### src/rtl/dvp_capture_pkg.sv
`default_nettype none
// ============================================================================
// Module : dvp_capture_pkg
// Brief  : Shared FSM type, decimation constants and sizing helpers for capture.
// Rev    : 1.0  initial release
// ============================================================================
package dvp_capture_pkg;

   typedef enum logic [1:0] {
      IDLE = 2'd0,
      WAIT = 2'd1,
      CAP  = 2'd2,
      DONE = 2'd3
   } cap_state_t;

   localparam int DECIM_X1 = 1;
   localparam int DECIM_X2 = 2;
   localparam int DECIM_X4 = 4;

   // Width of the sensor column/row counters.
   localparam int CNT_W = 16;

   function automatic int img_pixels(input int w, input int h);
      return w * h;
   endfunction

   function automatic bit decim_legal(input int d);
      return (d == DECIM_X1) || (d == DECIM_X2) || (d == DECIM_X4);
   endfunction

endpackage
`default_nettype wire

### src/rtl/dvp_capture_window_packer.sv
`default_nettype none
// ============================================================================
// Module : dvp_byte_packer
// Brief  : Pairs DVP bytes (high byte first) into pixels and flags line edges.
// Rev    : 1.0  initial release
// ============================================================================
module dvp_byte_packer #(
   parameter int DATA_W = 8
) (
   input  logic                  clk,
   input  logic                  rst,
   input  logic                  href_i,
   input  logic [DATA_W-1:0]     data_i,
   output logic                  line_start_o,
   output logic                  line_end_o,
   output logic                  pix_valid_o,
   output logic [2*DATA_W-1:0]   pix_data_o
);

   logic              href_q;
   logic              phase_q;
   logic [DATA_W-1:0] hi_q;
   logic              phase_eff;

   assign line_start_o = href_i & ~href_q;
   assign line_end_o   = ~href_i & href_q;

   // A new line always restarts on the high byte, discarding any odd leftover.
   assign phase_eff   = line_start_o ? 1'b0 : phase_q;
   assign pix_valid_o = href_i & phase_eff;
   assign pix_data_o  = {hi_q, data_i};

   always_ff @(posedge clk or posedge rst) begin
      if (rst) begin
         href_q  <= 1'b0;
         phase_q <= 1'b0;
         hi_q    <= '0;
      end else begin
         href_q <= href_i;
         if (href_i) begin
            if (!phase_eff) begin
               hi_q <= data_i;
            end
            phase_q <= ~phase_eff;
         end
      end
   end

endmodule
`default_nettype wire

### src/rtl/dvp_capture_window.sv
`default_nettype none
// ============================================================================
// Module : dvp_capture_window
// Brief  : DVP capture front end: RGB565 packing, window crop, 1/2/4 decimation
//          and linear frame-cache writes. DVP_DOUBLE_BUFFER_EN adds A/B banks.
// Rev    : 1.0  initial release
// ============================================================================
module dvp_capture_window
   import dvp_capture_pkg::*;
#(
   parameter int DATA_W = 8,
   parameter int PIX_W  = 16,
   parameter int IMG_W  = 200,
   parameter int IMG_H  = 164,
   parameter int X_OFF  = 0,
   parameter int Y_OFF  = 0,
   parameter int DECIM  = 1,
   parameter int ADDR_W = 16,
   parameter bit VS_POL = 1'b1
) (
   input  logic              clk,
   input  logic              rst,
   input  logic              cap_en,
   input  logic              dvp_vsync,
   input  logic              dvp_href,
   input  logic [DATA_W-1:0] dvp_data,
   output logic              wr_en,
   output logic [ADDR_W-1:0] wr_addr,
   output logic [PIX_W-1:0]  wr_data,
   output logic              frame_done,
   output logic              frame_err,
   output logic              busy
`ifdef DVP_DOUBLE_BUFFER_EN
   ,
   output logic              wr_bank,
   output logic              rd_bank
`endif
);

   localparam int NPIX  = img_pixels(IMG_W, IMG_H);
   localparam int X_END = X_OFF + IMG_W * DECIM;
   localparam int Y_END = Y_OFF + IMG_H * DECIM;
   localparam logic [CNT_W-1:0]  DMASK    = CNT_W'(DECIM - 1);
   localparam logic [ADDR_W-1:0] LAST_IDX = ADDR_W'(NPIX - 1);
`ifdef DVP_DOUBLE_BUFFER_EN
   localparam longint NBANK = 2;
`else
   localparam longint NBANK = 1;
`endif

   generate
      if (!decim_legal(DECIM) || (PIX_W != 2 * DATA_W) ||
          (longint'(NPIX) * NBANK > (longint'(1) << ADDR_W))) begin : g_param_check
         $error("dvp_capture_window: illegal DECIM, PIX_W or ADDR_W");
      end
   endgenerate

   cap_state_t          state_q;
   logic                vs_q;
   logic                vs_start_q;
   logic [CNT_W-1:0]    col_q;
   logic [CNT_W-1:0]    row_q;
   logic [ADDR_W-1:0]   pix_cnt_q;
   logic [ADDR_W-1:0]   base;

   logic                vs_act;
   logic                line_start;
   logic                line_end;
   logic                pix_valid;
   logic [2*DATA_W-1:0] pix_data;
   logic [CNT_W-1:0]    col_rel;
   logic [CNT_W-1:0]    row_rel;
   logic                col_ok;
   logic                row_ok;
   logic                keep;
   logic                last_px;

   dvp_byte_packer #(
      .DATA_W (DATA_W)
   ) u_packer (
      .clk          (clk),
      .rst          (rst),
      .href_i       (dvp_href),
      .data_i       (dvp_data),
      .line_start_o (line_start),
      .line_end_o   (line_end),
      .pix_valid_o  (pix_valid),
      .pix_data_o   (pix_data)
   );

   assign vs_act = (dvp_vsync == VS_POL);

   // DECIM is a power of two, so the phase test is a low-bit mask.
   assign col_rel = col_q - CNT_W'(X_OFF);
   assign row_rel = row_q - CNT_W'(Y_OFF);
   assign col_ok  = (int'(col_q) >= X_OFF) && (int'(col_q) < X_END) && ((col_rel & DMASK) == '0);
   assign row_ok  = (int'(row_q) >= Y_OFF) && (int'(row_q) < Y_END) && ((row_rel & DMASK) == '0);
   assign keep    = col_ok & row_ok;
   assign last_px = (pix_cnt_q == LAST_IDX);

`ifdef DVP_DOUBLE_BUFFER_EN
   logic bank_q;
   assign base    = bank_q ? ADDR_W'(NPIX) : '0;
   assign wr_bank = bank_q;
   assign rd_bank = ~bank_q;
`else
   assign base = '0;
`endif

   always_ff @(posedge clk or posedge rst) begin
      if (rst) begin
         state_q    <= IDLE;
         vs_q       <= 1'b0;
         vs_start_q <= 1'b0;
         col_q      <= '0;
         row_q      <= '0;
         pix_cnt_q  <= '0;
         wr_en      <= 1'b0;
         wr_addr    <= '0;
         wr_data    <= '0;
         frame_done <= 1'b0;
         frame_err  <= 1'b0;
         busy       <= 1'b0;
`ifdef DVP_DOUBLE_BUFFER_EN
         bank_q     <= 1'b0;
`endif
      end else begin
         vs_q       <= vs_act;
         vs_start_q <= vs_act & ~vs_q;
         wr_en      <= 1'b0;
         frame_done <= 1'b0;
         frame_err  <= 1'b0;

         if (vs_start_q) begin
            row_q <= '0;
         end else if (line_end) begin
            row_q <= row_q + CNT_W'(1);
         end

         if (line_start) begin
            col_q <= '0;
         end else if (pix_valid) begin
            col_q <= col_q + CNT_W'(1);
         end

         case (state_q)
            IDLE: begin
               if (vs_start_q && cap_en) begin
                  state_q   <= WAIT;
                  busy      <= 1'b1;
                  pix_cnt_q <= '0;
               end
            end
            WAIT: begin
               if (!vs_act) begin
                  state_q <= CAP;
               end
            end
            CAP: begin
               if (pix_valid && keep) begin
                  wr_en     <= 1'b1;
                  wr_addr   <= base + pix_cnt_q;
                  wr_data   <= PIX_W'(pix_data);
                  pix_cnt_q <= pix_cnt_q + ADDR_W'(1);
                  if (last_px) begin
                     state_q <= DONE;
                  end
               end else if (vs_start_q) begin
                  // Early vsync: abandon the frame, leave what was written in place.
                  state_q   <= IDLE;
                  frame_err <= 1'b1;
                  busy      <= 1'b0;
               end
            end
            DONE: begin
               frame_done <= 1'b1;
`ifdef DVP_DOUBLE_BUFFER_EN
               bank_q     <= ~bank_q;
`endif
               if (vs_start_q && cap_en) begin
                  state_q   <= WAIT;
                  pix_cnt_q <= '0;
               end else begin
                  state_q <= IDLE;
                  busy    <= 1'b0;
               end
            end
            default: begin
               state_q <= IDLE;
            end
         endcase
      end
   end

endmodule
`default_nettype wire
### config.mk
export PLATFORM = sky130hd
export DESIGN_NAME = dvp_capture_window
export DESIGN_NICKNAME = d
export VERILOG_FILES = /design/src/rtl/dvp_capture_pkg.sv /design/src/rtl/dvp_capture_window_packer.sv /design/src/rtl/dvp_capture_window.sv
export SDC_FILE = /design/constraint.sdc
export NUM_CORES = 1
export LEC_CHECK = 0
export ABC_AREA = 1
export BUFFER_PORTS_ARGS = -buffer_cell sky130_fd_sc_hd__clkbuf_2
export CELL_PAD_IN_SITES_DETAIL_PLACEMENT = 1
export CELL_PAD_IN_SITES_GLOBAL_PLACEMENT = 1
export CORE_UTILIZATION = 31
export DETAILED_ROUTE_END_ITERATION = 8
export GPL_TIMING_DRIVEN = 0
export PLACE_DENSITY_LB_ADDON = 0.1
export SLEW_MARGIN = 20
export SYNTH_ARGS = -nofsm -noshare
export SYNTH_HDL_FRONTEND = slang
export SYNTH_SLANG_ARGS = --single-unit
### constraint.sdc
create_clock -name clk -period 5.3 [get_ports clk]
set_input_delay 0 -clock clk [delete_from_list [all_inputs] [get_ports clk]]
set_output_delay 0 -clock clk [all_outputs]
set_load 0.02 [all_outputs]
Word-level counts from Yosys, hierarchy flattened
Index checks and enable logic that the tools add are counted.
{ "totals": {"regBits": 98, "in_bits": 13, "out_inout_bits": 36, "word_cells": 81} }
{ "classes": {"add_sub_neg": 3, "magnitude_cmp": 2, "eq_ne": 13, "mux": 26, "bitwise": 9, "n_reduce_logical": 13} }
{ "op_table": {"columns": ["op", "n"], "rows": [
  ["16-bit 2-to-1 mux", 6],
  ["16-bit by 1-bit adder with 16-bit output, second input constant", 3],
  ["16-bit by 8-bit less-than comparator with 1-bit output, second input constant", 2],
  ["16-bit case mux with 2 select lines", 1],
  ["16-bit == test, second input constant", 1],
  ["1-bit 2-to-1 mux", 12],
  ["2-bit inequality test, second input constant", 6],
  ["2-bit 2-to-1 mux", 5],
  ["2-bit case mux with 4 select lines", 1],
  ["3-bit inequality test, second input constant", 2],
  ["2-bit nonzero test", 3],
  ["1-bit bitwise AND", 5],
  ["5-bit AND reduction", 1],
  ["2-bit == test, second input constant", 2],
  ["1-bit NOT", 4],
  ["2-bit AND reduction", 2],
  ["4-bit AND reduction", 1],
  ["1-bit case mux with 3 select lines", 1],
  ["3-bit AND reduction", 1],
  ["3-bit nonzero test", 1],
  ["2-bit by 1-bit == test with 1-bit output, second input constant", 1],
  ["1-bit logical AND", 2],
  ["2-bit logical NOT", 1],
  ["2-bit by 1-bit inequality test with 1-bit output, second input constant", 1],
  ["2-bit OR reduction", 1]
]} }

Longest topological paths before layout
{ "logic_depth": {"ltp_word": 7, "ltp_mapped": 12, "ltp_nobuf": 11} }

Modules after synthesis
From an unflattened synthesis, not the netlist that was laid out.
{ "unflattened": {"cells_unflattened": 616, "hier_area_um2": 4911.0} }
{ "by_module_without_submodules": {"columns": ["module", "instances", "cells_per_inst", "area_per_inst_um2", "seq_area_each_um2"], "rows": [
  ["dvp_capture_window", 1, 563, 4443.0, 2202.1],
  ["dvp_byte_packer", 1, 53, 467.9, 250.2]
]} }

Worst setup path before layout
OpenSTA, ideal clock, no wires.
{ "synth_timing": {"path_kind": "reg-to-reg", "startpoint": "reg state_q[0]", "endpoint": "reg busy", "setup_ps": 117, "arrival_ps": 1633, "required_ps": 5183, "slack_ps": 3550, "stages_incl_launch_ff": 11, "path_buffers": 2, "period_less_slack_ps": 1750, "cell_sequence": "dfrtp_1 -> inv_1 -> ha_1 -> buf_2 -> inv_1 -> buf_2 -> nor2_1 -> nor4_1 -> nand2_1 -> nand2_1 -> nand2_1"} }
{ "synth_between": {"elab_chain_cells": 3, "elab_cells_between_ends": 10, "classes_between": "eq/ne: 6; mux: 1; reduce/logical: 3"} }
{ "synth_rtl": {"columns": ["element", "line", "rtl"], "rows": [
  ["start, declared", "dvp_capture_window.sv:58", "cap_state_t state_q;"],
  ["start signal, assigned", "dvp_capture_window.sv:112", "state_q <= IDLE;"],
  ["start signal, assigned", "dvp_capture_window.sv:149", "state_q <= WAIT;"],
  ["start signal, assigned", "dvp_capture_window.sv:156", "state_q <= CAP;"],
  ["2-bit == test or 2-bit logical NOT (tied branches)", "dvp_capture_window.sv:146", "case (state_q)"],
  ["2-bit inequality test (no line) or 3-bit nonzero test (tied branches)", null, null],
  ["5-bit AND reduction (no line)", null, null],
  ["end signal, assigned", "dvp_capture_window.sv:150", "busy <= 1'b1;"],
  ["end signal, assigned", "dvp_capture_window.sv:172", "busy <= 1'b0;"],
  ["end signal, assigned", "dvp_capture_window.sv:185", "busy <= 1'b0;"],
  ["end, declared", "dvp_capture_window.sv:32", "output logic busy"]
]} }
Parallel ways exist; a longest one is shown, timed or not.
A chain may end at the register's enable or synchronous reset.

Final worst setup path
Ends and elaborated chain as after synthesis.

==> metrics.txt <==
Worst-Skew Late Latency 0.36 ns; port buffer count 48; Synth Net Count 623; peak supply drop 0.000220 V; Layout Nets 694; Worst Hold Slack 0.152 ns; Final period util 38.0%; CTS Buf Count 9; Residual DRC 0; TritonCTS sink count 98; First DRT Iteration DRCs 178; vias per cell 4.66; placed cell area 0.00546 sq mm; adder-cell share of the synthesized area 1.78%; clk slew on worst S/H paths 0.07 ns; outcome completed; Starting Density 32.0%; Synth area leader dfrtp_1; first-pass GRT wire length 22.1 mm; Slew HR 63.3%; GPL Wtd Cong 0.772; synth-to-layout area growth 19.6%; GR Overflow Total 0; Power Dens Cells 392 mW/mm^2; synthesized flop and latch total 98; worst min path class primary input to flop; startpoint types flop; Synth Instances 603; Max Cap Viol 0; CTS root buf clkbuf_16; main combinational cell family by area after synthesis simple AND/OR/NAND/NOR gates; worst endpoint required time 5.55 ns; fin. max-slew vios 0; fin area 0.00589 sq mm; fin crit period 2.01 ns; measured slew at the worst slew-check pin 0.551 ns; Final Hold Viols 0; Clock Path Buffers 2; wire per inst 14.4 um; number of global-route vias before repair 4380; Initial DRT Pass Iterations 4; Antenna Nets Post-Route 0; FFs w/ async S/R, synth 100%; leak pwr 2.81 nW; largest net degree at the start of global routing 51; CTS tree built; Crit Path Category flop to flop; mux cell area share after synthesis 0%; Warnings, synthesis 0; via count 4149; Area contributors post-synth dfrtp_1 (50%), nand2_1 (12%), inv_1 (5.3%); share of layout cells above drive strength 1 16.2%; GR Util All Layers 17.4%; Seq/Total Area, Yosys 49.8%; Core Region 0.0154 sq mm; XOR/XNOR Fraction of Synth Area 2.31%; postcts setup bufs 0; DIE WIDTH 128 um; full die area 0.0164 sq mm; Ports 49; synthesized cell area 0.00492 sq mm; Final setup violation count 0; Most used DFF post-synth dfrtp_1; Fin Setup TNS 0 ns; DPL Wire Length 9.59 mm; synth cell count leaders nand2_1 (160), dfrtp_1 (98), inv_1 (69), nor2_1 (69), o21ai_0 (35); Arr. time, crit path 2.26 ns; H-tree levels 3; most frequent cell after synthesis nand2_1; simple-gate share of the synthesized area 27.0%; Max Freq 497 MHz; worst-path fanout max 10; initial antenna violation count 0; die height 128 um; ANT cells 0; Clock Skew 0.0108 ns; Yosys cell types 34; post_cts resized 0; RSZ-0062 raised after global routing false; Post-Syn Area per Cell 8.17 sq um; total wire length 12.8 mm; Synth top area share 49.8%; Post-synth EDFFs 0; FP Rows 45; Worst setup EP type flop; compound-gate portion of the synthesized area 11.0%
[layout make-up]
type,count,area [sq um]
Tap cell,211,264
Buffer,15,118
Fill cell,1876,9480
Inverter,71,284
Clock inverter,7,91.3
Multi-Input combinational cell,419,2080
Timing Repair Buffer,60,378
Clock buffer,9,225
Sequential cell,98,2450
[power breakdown]
part	internal (mW)	switching [mW]
Combinational	0.221	0.449
Sequential	0.853	0.0707
Clock	0.382	0.333
[cell usage in the layout (no fill, tap or decap), drive strengths merged, types with 3 or more instances in the layout]
cell         count
nor3            19
clkbuf          62
nand3           36
dfrtp           98
o21a             3
inv             75
o21ai           62
xor2            12
buf             11
a21oi           24
nand2          164
nor4             3
nor2            74
nand4           10
ha               7
dlygate4sd3     11
[through the flow]
| stage | power, mW | cells | worst slack (ns) | utilization [%] |
|---|---|---|---|---|
| 6_report | 2.31 | 890 | 3.29 | 38.3 |
| 5_1_grt | 2.47 | 890 | 3.11 | 38.3 |
| 4_1_cts | 2.36 | 890 | 3.25 | 38.3 |
| 3_5_place_dp | 1.62 | 863 | 3.27 | 35.5 |
| 3_3_place_gp | 1.60 | 862 | 1.32 | 35.3 |
| 2_1_floorplan | 1.41 | 603 | 2.74 | - |
[worst paths after layout]
path	start	end	cells past startpoint	slack, ns
max	state_q[0]	busy	10	3.29
min	cap_en	busy	5	0.15
max reg2reg	state_q[0]	busy	10	3.29
min reg2reg	vs_q	vs_start_q	1	0.41
max in group asynchronous	rst	frame_err	4	4.46
min in group asynchronous	rst	wr_data[6]	3	0.23
[what timing repair did]
action	4_1_cts	5_1_grt
hold buffers	11	0
endpoints found under the hold margin	69	0
endpoints found under the setup margin	0	0
[kinds of logic after synthesis]
| kind of cell | after synthesis |
|---|---|
| compound gates | 92 |
| flops | 98 |
| fa+ha+maj | 7 |
| xor+xnor | 13 |
| simple gates | 307 |
| buf+inv | 86 |
[sequential cells by signal (all words and copies together), names as in the netlist, 2 cells and up]
| signal | flops |
|---|---|
| col_q | 16 |
| pix_cnt_q | 16 |
| row_q | 16 |
| state_q | 2 |
| u_packer.hi_q | 8 |
| wr_addr | 16 |
| wr_data | 16 |
[routing by layer]
metal / part of all wire, % / GRT usage, %
met3: 2.0 / 3.01
met5: 0 / 0
met2: 46 / 27.2
met1: 51 / 24.4
met4: 0.96 / 5.40
[worst max-delay path, stage by stage, from the launching register on]
cell     delay (ns)
dfrtp_1        0.40
inv_1          0.10
ha_1           0.29
buf_2          0.18
inv_1          0.08
buf_2          0.23
nor2_1         0.07
nor4_1         0.35
nand2_1        0.10
nand2_1        0.06
nand2_1        0.04
Power figures use the tool's default switching activity.
